`src/rtl/demux3_capture_if.sv`:
```
// -----------------------------------------------------------------------------
// demux3_capture_if
// Byte-stream handshake between the RTC bus-read sequencer (master) and the
// demux3_capture block (slave).
//   start       master->slave  1-cycle pulse, begin/restart a 9-byte frame
//   data_in     master->slave  byte, meaningful while data_valid=1
//   data_valid  master->slave  source has a byte
//   data_ready  slave->master  block accepts a byte this cycle
// -----------------------------------------------------------------------------
interface demux3_capture_if #(
  parameter int DW = 8
);
  logic          start;
  logic [DW-1:0] data_in;
  logic          data_valid;
  logic          data_ready;

  modport master (
    output start,
    output data_in,
    output data_valid,
    input  data_ready
  );

  modport slave (
    input  start,
    input  data_in,
    input  data_valid,
    output data_ready
  );
endinterface

```
`src/rtl/demux3_capture.sv`:
```
// -----------------------------------------------------------------------------
// demux3_capture
// Captures a framed stream of nine RTC bytes (seconds..status) into holding
// registers ch0..ch8, in channel order, using a valid/ready handshake.
// Ports:
//   clk          system clock, rising edge
//   reset_n      asynchronous reset, active low
//   s_if         slave side of demux3_capture_if (start/data_in/valid/ready)
//   ch0..ch8     channel holding registers
//   wr_onehot    registered 1-cycle strobe, bit k = ch k just updated
//   busy         frame in progress
//   done         1-cycle pulse, 9-byte frame completed
//   timeout_err  1-cycle pulse, frame aborted by the idle watchdog
//   bcd_err      sticky invalid-BCD flag
// Optional feature macro: DEMUX3_BCD_CHECK_EN
//   defined   -> bytes with a nibble > 9 are stored as 8'h77, bcd_err is set
//                (sticky until the next start from IDLE or reset)
//   undefined -> bytes stored unmodified, bcd_err tied low
// -----------------------------------------------------------------------------
module demux3_capture #(
  parameter int            DW      = 8,
  parameter logic [DW-1:0] RST_VAL = '0,
  parameter int            TIMEOUT = 255
) (
  input  logic           clk,
  input  logic           reset_n,
  demux3_capture_if.slave s_if,
  output logic [DW-1:0]  ch0,
  output logic [DW-1:0]  ch1,
  output logic [DW-1:0]  ch2,
  output logic [DW-1:0]  ch3,
  output logic [DW-1:0]  ch4,
  output logic [DW-1:0]  ch5,
  output logic [DW-1:0]  ch6,
  output logic [DW-1:0]  ch7,
  output logic [DW-1:0]  ch8,
  output logic [8:0]     wr_onehot,
  output logic           busy,
  output logic           done,
  output logic           timeout_err,
  output logic           bcd_err
);

  typedef enum logic {IDLE, CAPTURE} state_t;

  // Watchdog fires on the idle cycle that brings the count up to TIMEOUT.
  localparam logic [15:0] WDOG_LAST = 16'(TIMEOUT - 1);

  state_t        state_q, state_d;
  logic [3:0]    idx_q, idx_d;
  logic [15:0]   wdog_q, wdog_d;
  logic [DW-1:0] ch_q [0:8];
  logic [DW-1:0] ch_d [0:8];
  logic [8:0]    wr_q, wr_d;
  logic          done_q, done_d;
  logic          to_q, to_d;
  logic          bcd_q, bcd_d;

  logic          handshake;
  logic [DW-1:0] wr_byte;
  logic          byte_bad;

  // Ready drops while start is high so a restart never coincides with a write.
  assign s_if.data_ready = (state_q == CAPTURE) & ~s_if.start;
  assign handshake       = s_if.data_valid & s_if.data_ready;

`ifdef DEMUX3_BCD_CHECK_EN
  assign byte_bad = (s_if.data_in[7:4] > 4'h9) | (s_if.data_in[3:0] > 4'h9);
  assign wr_byte  = byte_bad ? DW'(8'h77) : s_if.data_in;
`else
  assign byte_bad = 1'b0;
  assign wr_byte  = s_if.data_in;
`endif

  always_comb begin
    state_d = state_q;
    idx_d   = idx_q;
    wdog_d  = wdog_q;
    wr_d    = '0;
    done_d  = 1'b0;
    to_d    = 1'b0;
    bcd_d   = bcd_q;
    for (int k = 0; k < 9; k++) begin
      ch_d[k] = ch_q[k];
    end

    case (state_q)
      IDLE: begin
        if (s_if.start) begin
          state_d = CAPTURE;
          idx_d   = '0;
          wdog_d  = '0;
          bcd_d   = 1'b0;
        end
      end
      CAPTURE: begin
        if (s_if.start) begin
          // Restart: written channels keep their values.
          idx_d  = '0;
          wdog_d = '0;
        end else if (handshake) begin
          for (int k = 0; k < 9; k++) begin
            if (idx_q == 4'(k)) begin
              ch_d[k] = wr_byte;
              wr_d[k] = 1'b1;
            end
          end
          if (byte_bad) begin
            bcd_d = 1'b1;
          end
          wdog_d = '0;
          if (idx_q == 4'd8) begin
            done_d  = 1'b1;
            state_d = IDLE;
            idx_d   = '0;
          end else begin
            idx_d = idx_q + 4'd1;
          end
        end else if (wdog_q == WDOG_LAST) begin
          to_d    = 1'b1;
          state_d = IDLE;
          idx_d   = '0;
          wdog_d  = '0;
        end else begin
          wdog_d = wdog_q + 16'd1;
        end
      end
      default: state_d = IDLE;
    endcase
  end

  always_ff @(posedge clk or negedge reset_n) begin
    if (!reset_n) begin
      state_q <= IDLE;
      idx_q   <= '0;
      wdog_q  <= '0;
      wr_q    <= '0;
      done_q  <= 1'b0;
      to_q    <= 1'b0;
      bcd_q   <= 1'b0;
      for (int k = 0; k < 9; k++) begin
        ch_q[k] <= RST_VAL;
      end
    end else begin
      state_q <= state_d;
      idx_q   <= idx_d;
      wdog_q  <= wdog_d;
      wr_q    <= wr_d;
      done_q  <= done_d;
      to_q    <= to_d;
      bcd_q   <= bcd_d;
      for (int k = 0; k < 9; k++) begin
        ch_q[k] <= ch_d[k];
      end
    end
  end

  assign ch0         = ch_q[0];
  assign ch1         = ch_q[1];
  assign ch2         = ch_q[2];
  assign ch3         = ch_q[3];
  assign ch4         = ch_q[4];
  assign ch5         = ch_q[5];
  assign ch6         = ch_q[6];
  assign ch7         = ch_q[7];
  assign ch8         = ch_q[8];
  assign wr_onehot   = wr_q;
  assign busy        = (state_q == CAPTURE);
  assign done        = done_q;
  assign timeout_err = to_q;
`ifdef DEMUX3_BCD_CHECK_EN
  assign bcd_err     = bcd_q;
`else
  assign bcd_err     = 1'b0;
`endif

endmodule

```
`src/flat_wrapper.sv`:
```
// flat-port wrapper written by rule: the top's interface ports become plain ports
module demux3_capture_flat 
#(
  parameter int            DW      = 8,
  parameter logic [DW-1:0] RST_VAL = '0,
  parameter int            TIMEOUT = 255
)
  (clk, reset_n, ch0, ch1, ch2, ch3, ch4, ch5, ch6, ch7, ch8, wr_onehot, busy, done, timeout_err, bcd_err, s_if_start, s_if_data_in, s_if_data_valid, s_if_data_ready);
  demux3_capture_if #(.DW(DW)) s_if_i ();
  input  logic clk;
  input  logic reset_n;
  output logic [DW-1:0] ch0;
  output logic [DW-1:0] ch1;
  output logic [DW-1:0] ch2;
  output logic [DW-1:0] ch3;
  output logic [DW-1:0] ch4;
  output logic [DW-1:0] ch5;
  output logic [DW-1:0] ch6;
  output logic [DW-1:0] ch7;
  output logic [DW-1:0] ch8;
  output logic [8:0] wr_onehot;
  output logic busy;
  output logic done;
  output logic timeout_err;
  output logic bcd_err;
  input wire logic [$bits(s_if_i.start)-1:0] s_if_start;
  input wire logic [$bits(s_if_i.data_in)-1:0] s_if_data_in;
  input wire logic [$bits(s_if_i.data_valid)-1:0] s_if_data_valid;
  output wire logic [$bits(s_if_i.data_ready)-1:0] s_if_data_ready;
  assign s_if_i.start = s_if_start;
  assign s_if_i.data_in = s_if_data_in;
  assign s_if_i.data_valid = s_if_data_valid;
  assign s_if_data_ready = s_if_i.data_ready;
  demux3_capture #(.DW(DW), .RST_VAL(RST_VAL), .TIMEOUT(TIMEOUT)) u_core (.clk(clk), .reset_n(reset_n), .s_if(s_if_i), .ch0(ch0), .ch1(ch1), .ch2(ch2), .ch3(ch3), .ch4(ch4), .ch5(ch5), .ch6(ch6), .ch7(ch7), .ch8(ch8), .wr_onehot(wr_onehot), .busy(busy), .done(done), .timeout_err(timeout_err), .bcd_err(bcd_err));
endmodule
```
`config.mk`:
```
export PLATFORM = sky130hd
export DESIGN_NAME = demux3_capture_flat
export DESIGN_NICKNAME = d
export VERILOG_FILES = /design/src/rtl/demux3_capture_if.sv /design/src/rtl/demux3_capture.sv /design/src/flat_wrapper.sv
export SDC_FILE = /design/constraint.sdc
export NUM_CORES = 1
export LEC_CHECK = 0
export ABC_AREA = 1
export CAP_MARGIN = 40
export CORE_MARGIN = 2
export CORE_UTILIZATION = 60
export CTS_CLUSTER_SIZE = 20
export DETAILED_ROUTE_END_ITERATION = 8
export DONT_BUFFER_PORTS = 1
export MAX_ROUTING_LAYER = met4
export PLACE_DENSITY = 0.76
export SYNTH_ARGS = -nofsm -noshare
export SYNTH_HDL_FRONTEND = slang
export SYNTH_SLANG_ARGS = --single-unit
```
`constraint.sdc`:
```
create_clock -name clk -period 2.2 [get_ports clk]
set_clock_uncertainty 0.2 [all_clocks]
set_input_delay 0.33 -clock clk [delete_from_list [all_inputs] [get_ports clk]]
set_output_delay 0.33 -clock clk [all_outputs]
set_load 0.05 [all_outputs]
```
# After elaboration in Yosys (flattened, before gate mapping)
# Index checks and enable logic that the tools add are counted.
classes:
  reduce_logical: 11
  mux: 36
  add_sub_neg: 2
  bitwise_logic: 4
  eq_ne: 11
ops:
  columns: ["operator", "n"]
  rows:
  - ["two-way mux 16 bit", 4]
  - ["AND reduction 4 bit", 9]
  - ["one-hot mux 16 bit (2 select lines)", 1]
  - ["two-way mux 9 bit", 3]
  - ["two-way mux 1 bit", 21]
  - ["two-way mux 4 bit", 5]
  - ["adder 16 x 1 -> 16 bit, second input constant", 1]
  - ["== test 16 x 8 -> 1 bit, second input constant", 1]
  - ["== test 4 x 3 -> 1 bit, second input constant", 4]
  - ["== test 4 x 2 -> 1 bit, second input constant", 2]
  - ["one-hot mux 4 bit (2 select lines)", 1]
  - ["adder 4 x 1 -> 4 bit, second input constant", 1]
  - ["== test 4 x 1 -> 1 bit, second input constant", 1]
  - ["== test 4 bit, second input constant", 1]
  - ["logical NOT 4 bit", 1]
  - ["inequality test 4 bit, second input constant", 1]
  - ["AND 1 bit", 2]
  - ["inequality test 2 bit, second input constant", 1]
  - ["inverter 1 bit", 2]
  - ["one-hot mux 1 bit (2 select lines)", 1]
  - ["AND reduction 2 bit", 1]
totals:
  word_cells: 79
  output_inout_bits: 86
  inputBits: 12
  register_bits: 104

# Logic depth before layout (Yosys ltp)
depth:
  word_depth: 6
  mapped_depth: 11
  mapped_depth_nobuf: 11

# Worst setup path after synthesis
# OpenSTA, ideal clock, no wires.
synth_timing:
  path_kind: "register to register"
  startpoint: "reg u_core.state_q (netlist: u_core.busy)"
  endpoint: "reg u_core.ch_q, in the netlist u_core.ch3[6]"
  arrival_time_ps: 2003
  stages_incl_launch_ff: 9
  required_time_ps: 1877
  setup_time_ps: 123
  path_buffers: 1
  slack_ps: -126
  period_less_slack_ps: 2326
  path_cell_list: "dfrtp_1 > inv_1 > nor2_2 > nand2_4 > nor2_2 > nand2_2 > buf_6 > nand2_1 > o21ai_2"
synth_via:
  elab_chain_len: 3
synth_rtl:
  columns: ["item", "line", "text"]
  rows:
  - ["start: declaration", "demux3_capture.sv:49", "state_t state_q, state_d;"]
  - ["start signal: assignment", "demux3_capture.sv:145", "state_q <= state_d;"]
  - ["AND 1 bit", "demux3_capture.sv:64", "assign s_if.data_ready = (state_q == CAPTURE) & ~s_if.start;"]
  - ["via s_if_data_ready", "flat_wrapper.sv:29", "output wire logic [$bits(s_if_i.data_ready)-1:0] s_if_data_ready;"]
  - ["AND 1 bit", "demux3_capture.sv:65", "assign handshake = s_if.data_valid & s_if.data_ready;"]
  - ["AND reduction 4 bit (no line)", null, null]
  - ["end signal: indexed assignment", "demux3_capture.sv:153", "ch_q[k] <= ch_d[k];"]
  - ["end: declaration", "demux3_capture.sv:52", "logic [DW-1:0] ch_q [0:8];"]
# The timed path passes the listed nets, and every way through them passes these cells.
# A chain may end at the register's enable or synchronous reset.

# Worst setup path in the final report
layout_timing:
  startpoint: "in s_if_start"
  endpoint: "reg u_core.wdog_q[15]"
layout_via:
  elab_chain_len: 6
  elab_cells_between_ends: 7
  classes_between: "1 x eq/ne; 3 x mux; 3 x bitwise"
layout_rtl:
  columns: ["item", "line", "text"]
  rows:
  - ["start: declaration", "flat_wrapper.sv:26", "input wire logic [$bits(s_if_i.start)-1:0] s_if_start;"]
  - ["inverter 1 bit (no line)", null, null]
  - ["AND 1 bit", "demux3_capture.sv:64", null]
  - ["AND 1 bit", "demux3_capture.sv:65", null]
  - ["two-way mux 16 bit", "demux3_capture.sv:101", "end else if (handshake) begin"]
  - ["two-way mux 16 bit", "demux3_capture.sv:97", "if (s_if.start) begin"]
  - ["one-hot mux 16 bit (2 select lines)", "demux3_capture.sv:87", "case (state_q)"]
  - ["end signal: assignment", "demux3_capture.sv:147", "wdog_q <= wdog_d;"]
  - ["end: declaration", "demux3_capture.sv:51", "logic [15:0] wdog_q, wdog_d;"]
# Several ways; a longest one is shown, not always the timed one.

==> metrics <==
PostCTS Resize Cnt 0; Max Root-Sink Buffers 2; Final ANT Viol Nets 0; sequential fraction of the synthesis area approximately three fifths; DP Area around 4400 um^2; post-CTS setup buffer count 0; Syn Nets ~470; Final Cycle Share between 90 and 100%; leakage power ~2.2 nW; largest net degree at the start of global routing approximately 100; Total GRT Usage 24.81%; Power Density 915.4 nW/um^2; clock tree sinks ~100; # diodes 0; vias in the first global route about 2800; row cnt 30; crit start category input pin; netlist area before placement approximately 4300 um^2; H-Tree Depth 3; clock insertion delay at the later pin of the skew report around 0.35 ns; clock slew seen by the registers of the worst setup and hold paths ~0.1 ns; Hold Slack -0.5412 ns; first-pass GRT wire length 13940 um; Setup WS pre-CTS between 0.3 and 0.4 ns; final WL between 8000 and 9000 um; final core occ 66.43%; post-synthesis cell count between 400 and 500; placeable core area a little under 7000 um^2; failing checks negative hold slack; Syn. warnings 0; maximum clock rate 490.3 MHz; fin area around 4600 um^2; CP required about 2.3 ns; Slew @ Worst Pin roughly 0.53 ns; most common cell after layout, fill and taps aside nand2_1; final number of setup-violating endpoints 0; total vias in the final route 2956; unique cell type count in the Yosys netlist 28; Nets 480; antenna violations before repair 0; RSZ-0062 raised after global routing no; DRT iter0 DRCs around 190; Setup CP Type in2reg; Placer Congestion between 0.9 and 1; Slew Viols, Final 0; Post-Syn Area per Cell approximately 9.5 um^2; Final Critical Period roughly 2.0 ns; Residual DRC 0; Max-cap violations 0; Die ar. 7893 um^2; CTS Hold Bufs 3; commonest non-fill, non-tap cells in the layout nand2_1, dfrtp_1, inv_1; GRT Residual Overflow 0; worst vdd ir 0.6747 mV; Hold Path Class in2async; crit path capture type flop; I/O Buffers 0; synthesis-to-layout area growth 5.649%; die height between 80 and 90 um; Initial DRT Pass Iterations 4; status finished, violations left; post-detailed-route wirelength per cell around 16 um; critical path arrival around 2.1 ns; setup tns final 0 ns; vias per inst about 5.3; PnR worst setup slack ~0.16 ns; synthesized flop and latch total just over 100; Die Wd slightly below 90 um; TritonCTS clock tree done; TritonCTS buffer count 9; layout cells sized above 1 between 10% and 20%; Initial Utilization a little over three fifths; crit path max fanout 3; Slew HR roughly 65%; Hold Violations, Final 103; Post-DP HPWL around 6000 um; clock root cell clkbuf_8; I/O Pins 98
==> state kept, by name, summed over array words and instances, names as in the netlist, 4 cells and up <==
name              count
u_core.ch6            8
u_core.ch4            8
u_core.ch0            8
u_core.ch7            8
u_core.ch1            8
u_core.ch2            8
u_core.ch8            8
u_core.wdog_q        16
u_core.wr_onehot      8
u_core.ch3            8
u_core.idx_q          4
u_core.ch5            8
==> cell type report <==
| class | instances | area, um^2 |
|---|---|---|
| multi-input cells | 296 | 1453 |
| repair buffers | 6 | 52.55 |
| fillers | 569 | 2306 |
| inverters | 46 | 177.7 |
| clock buffers | 11 | 141.4 |
| well taps | 96 | 120.1 |
| clock inverters | 5 | 41.29 |
| flip-flops and latches | 103 | 2577 |
==> metrics by stage <==
step	std cells	total power, W
after global routing	563	0.004323
final	563	0.004177
after CTS	563	0.004194
after global placement	544	0.003093
after floorplan	456	0.003023
after detailed placement	544	0.003115
==> worst max-delay path, cell delays in order <==
cell and delay (ns):
dlygate4sd3_1 0.60, nor3_1 0.28, dlygate4sd3_1 0.61, inv_1 0.05, a21oi_1 0.12, nand3_1 0.09
nand2_1 0.06
==> cell usage after synthesis (all sizes together) <==
library cell	count	share of area [%]
nand2	138	13
dfrtp	103	60
o21ai	80	10
inv	46	4.1
nor2	41	4.1
nand3	17	3.0
buf	11	2.7
ha	6	1.7
nor3	4	0.58
nand4	2	0.29
xnor2	2	0.41
xor2	2	0.41
a21oi	1	0.12
a31oi	1	0.14
conb	1	0.087
o21bai	1	0.17
==> worst paths after layout <==
kind	depth (start not counted)	startpoint	end	slack [ns]
min reg2reg	2	u_core.wdog_q[15]$_DFFE_PN0P_	u_core.wdog_q[15]$_DFFE_PN0P_	0.33
min	0	reset_n	u_core.ch4[0]$_DFFE_PN0P_	-0.54
max	7	s_if_start	u_core.wdog_q[15]$_DFFE_PN0P_	0.16
max reg2reg	7	u_core.busy$_DFF_PN0_	u_core.wdog_q[15]$_DFFE_PN0P_	0.32
max in group asynchronous	0	reset_n	u_core.wdog_q[0]$_DFFE_PN0P_	2.18
min in group clk	3	s_if_start	u_core.wdog_q[15]$_DFFE_PN0P_	0.04
==> power breakdown <==
part,switching [W],internal (W)
logic,0.000166,0.000103
clock network,0.000643,0.000452
registers,0.000758,0.00206
total,0.00157,0.00261
==> routing by layer <==
metal  up-vias  routed length (um)  track usage, %
met3        15                 532           6.250
met4         0                 184           10.47
met5         -                   0               -
li1       1456                   -               -
met2        87                4172           35.89
met1      1398                4086           33.63
==> logic make-up (layout without fill, tap and decap cells) <==
group           after synthesis  count (layout)  synth area share [%]
compound gates               83              83                 10.40
simple gates                202             202                 20.48
fa+ha+maj                     6               6                 1.738
buf+inv                      57              68                 6.808
flops                       103             103                 59.68
xor+xnor                      4               4                0.8113
other cells                   1               1               0.08682
(Power assumes the default switching activity.)
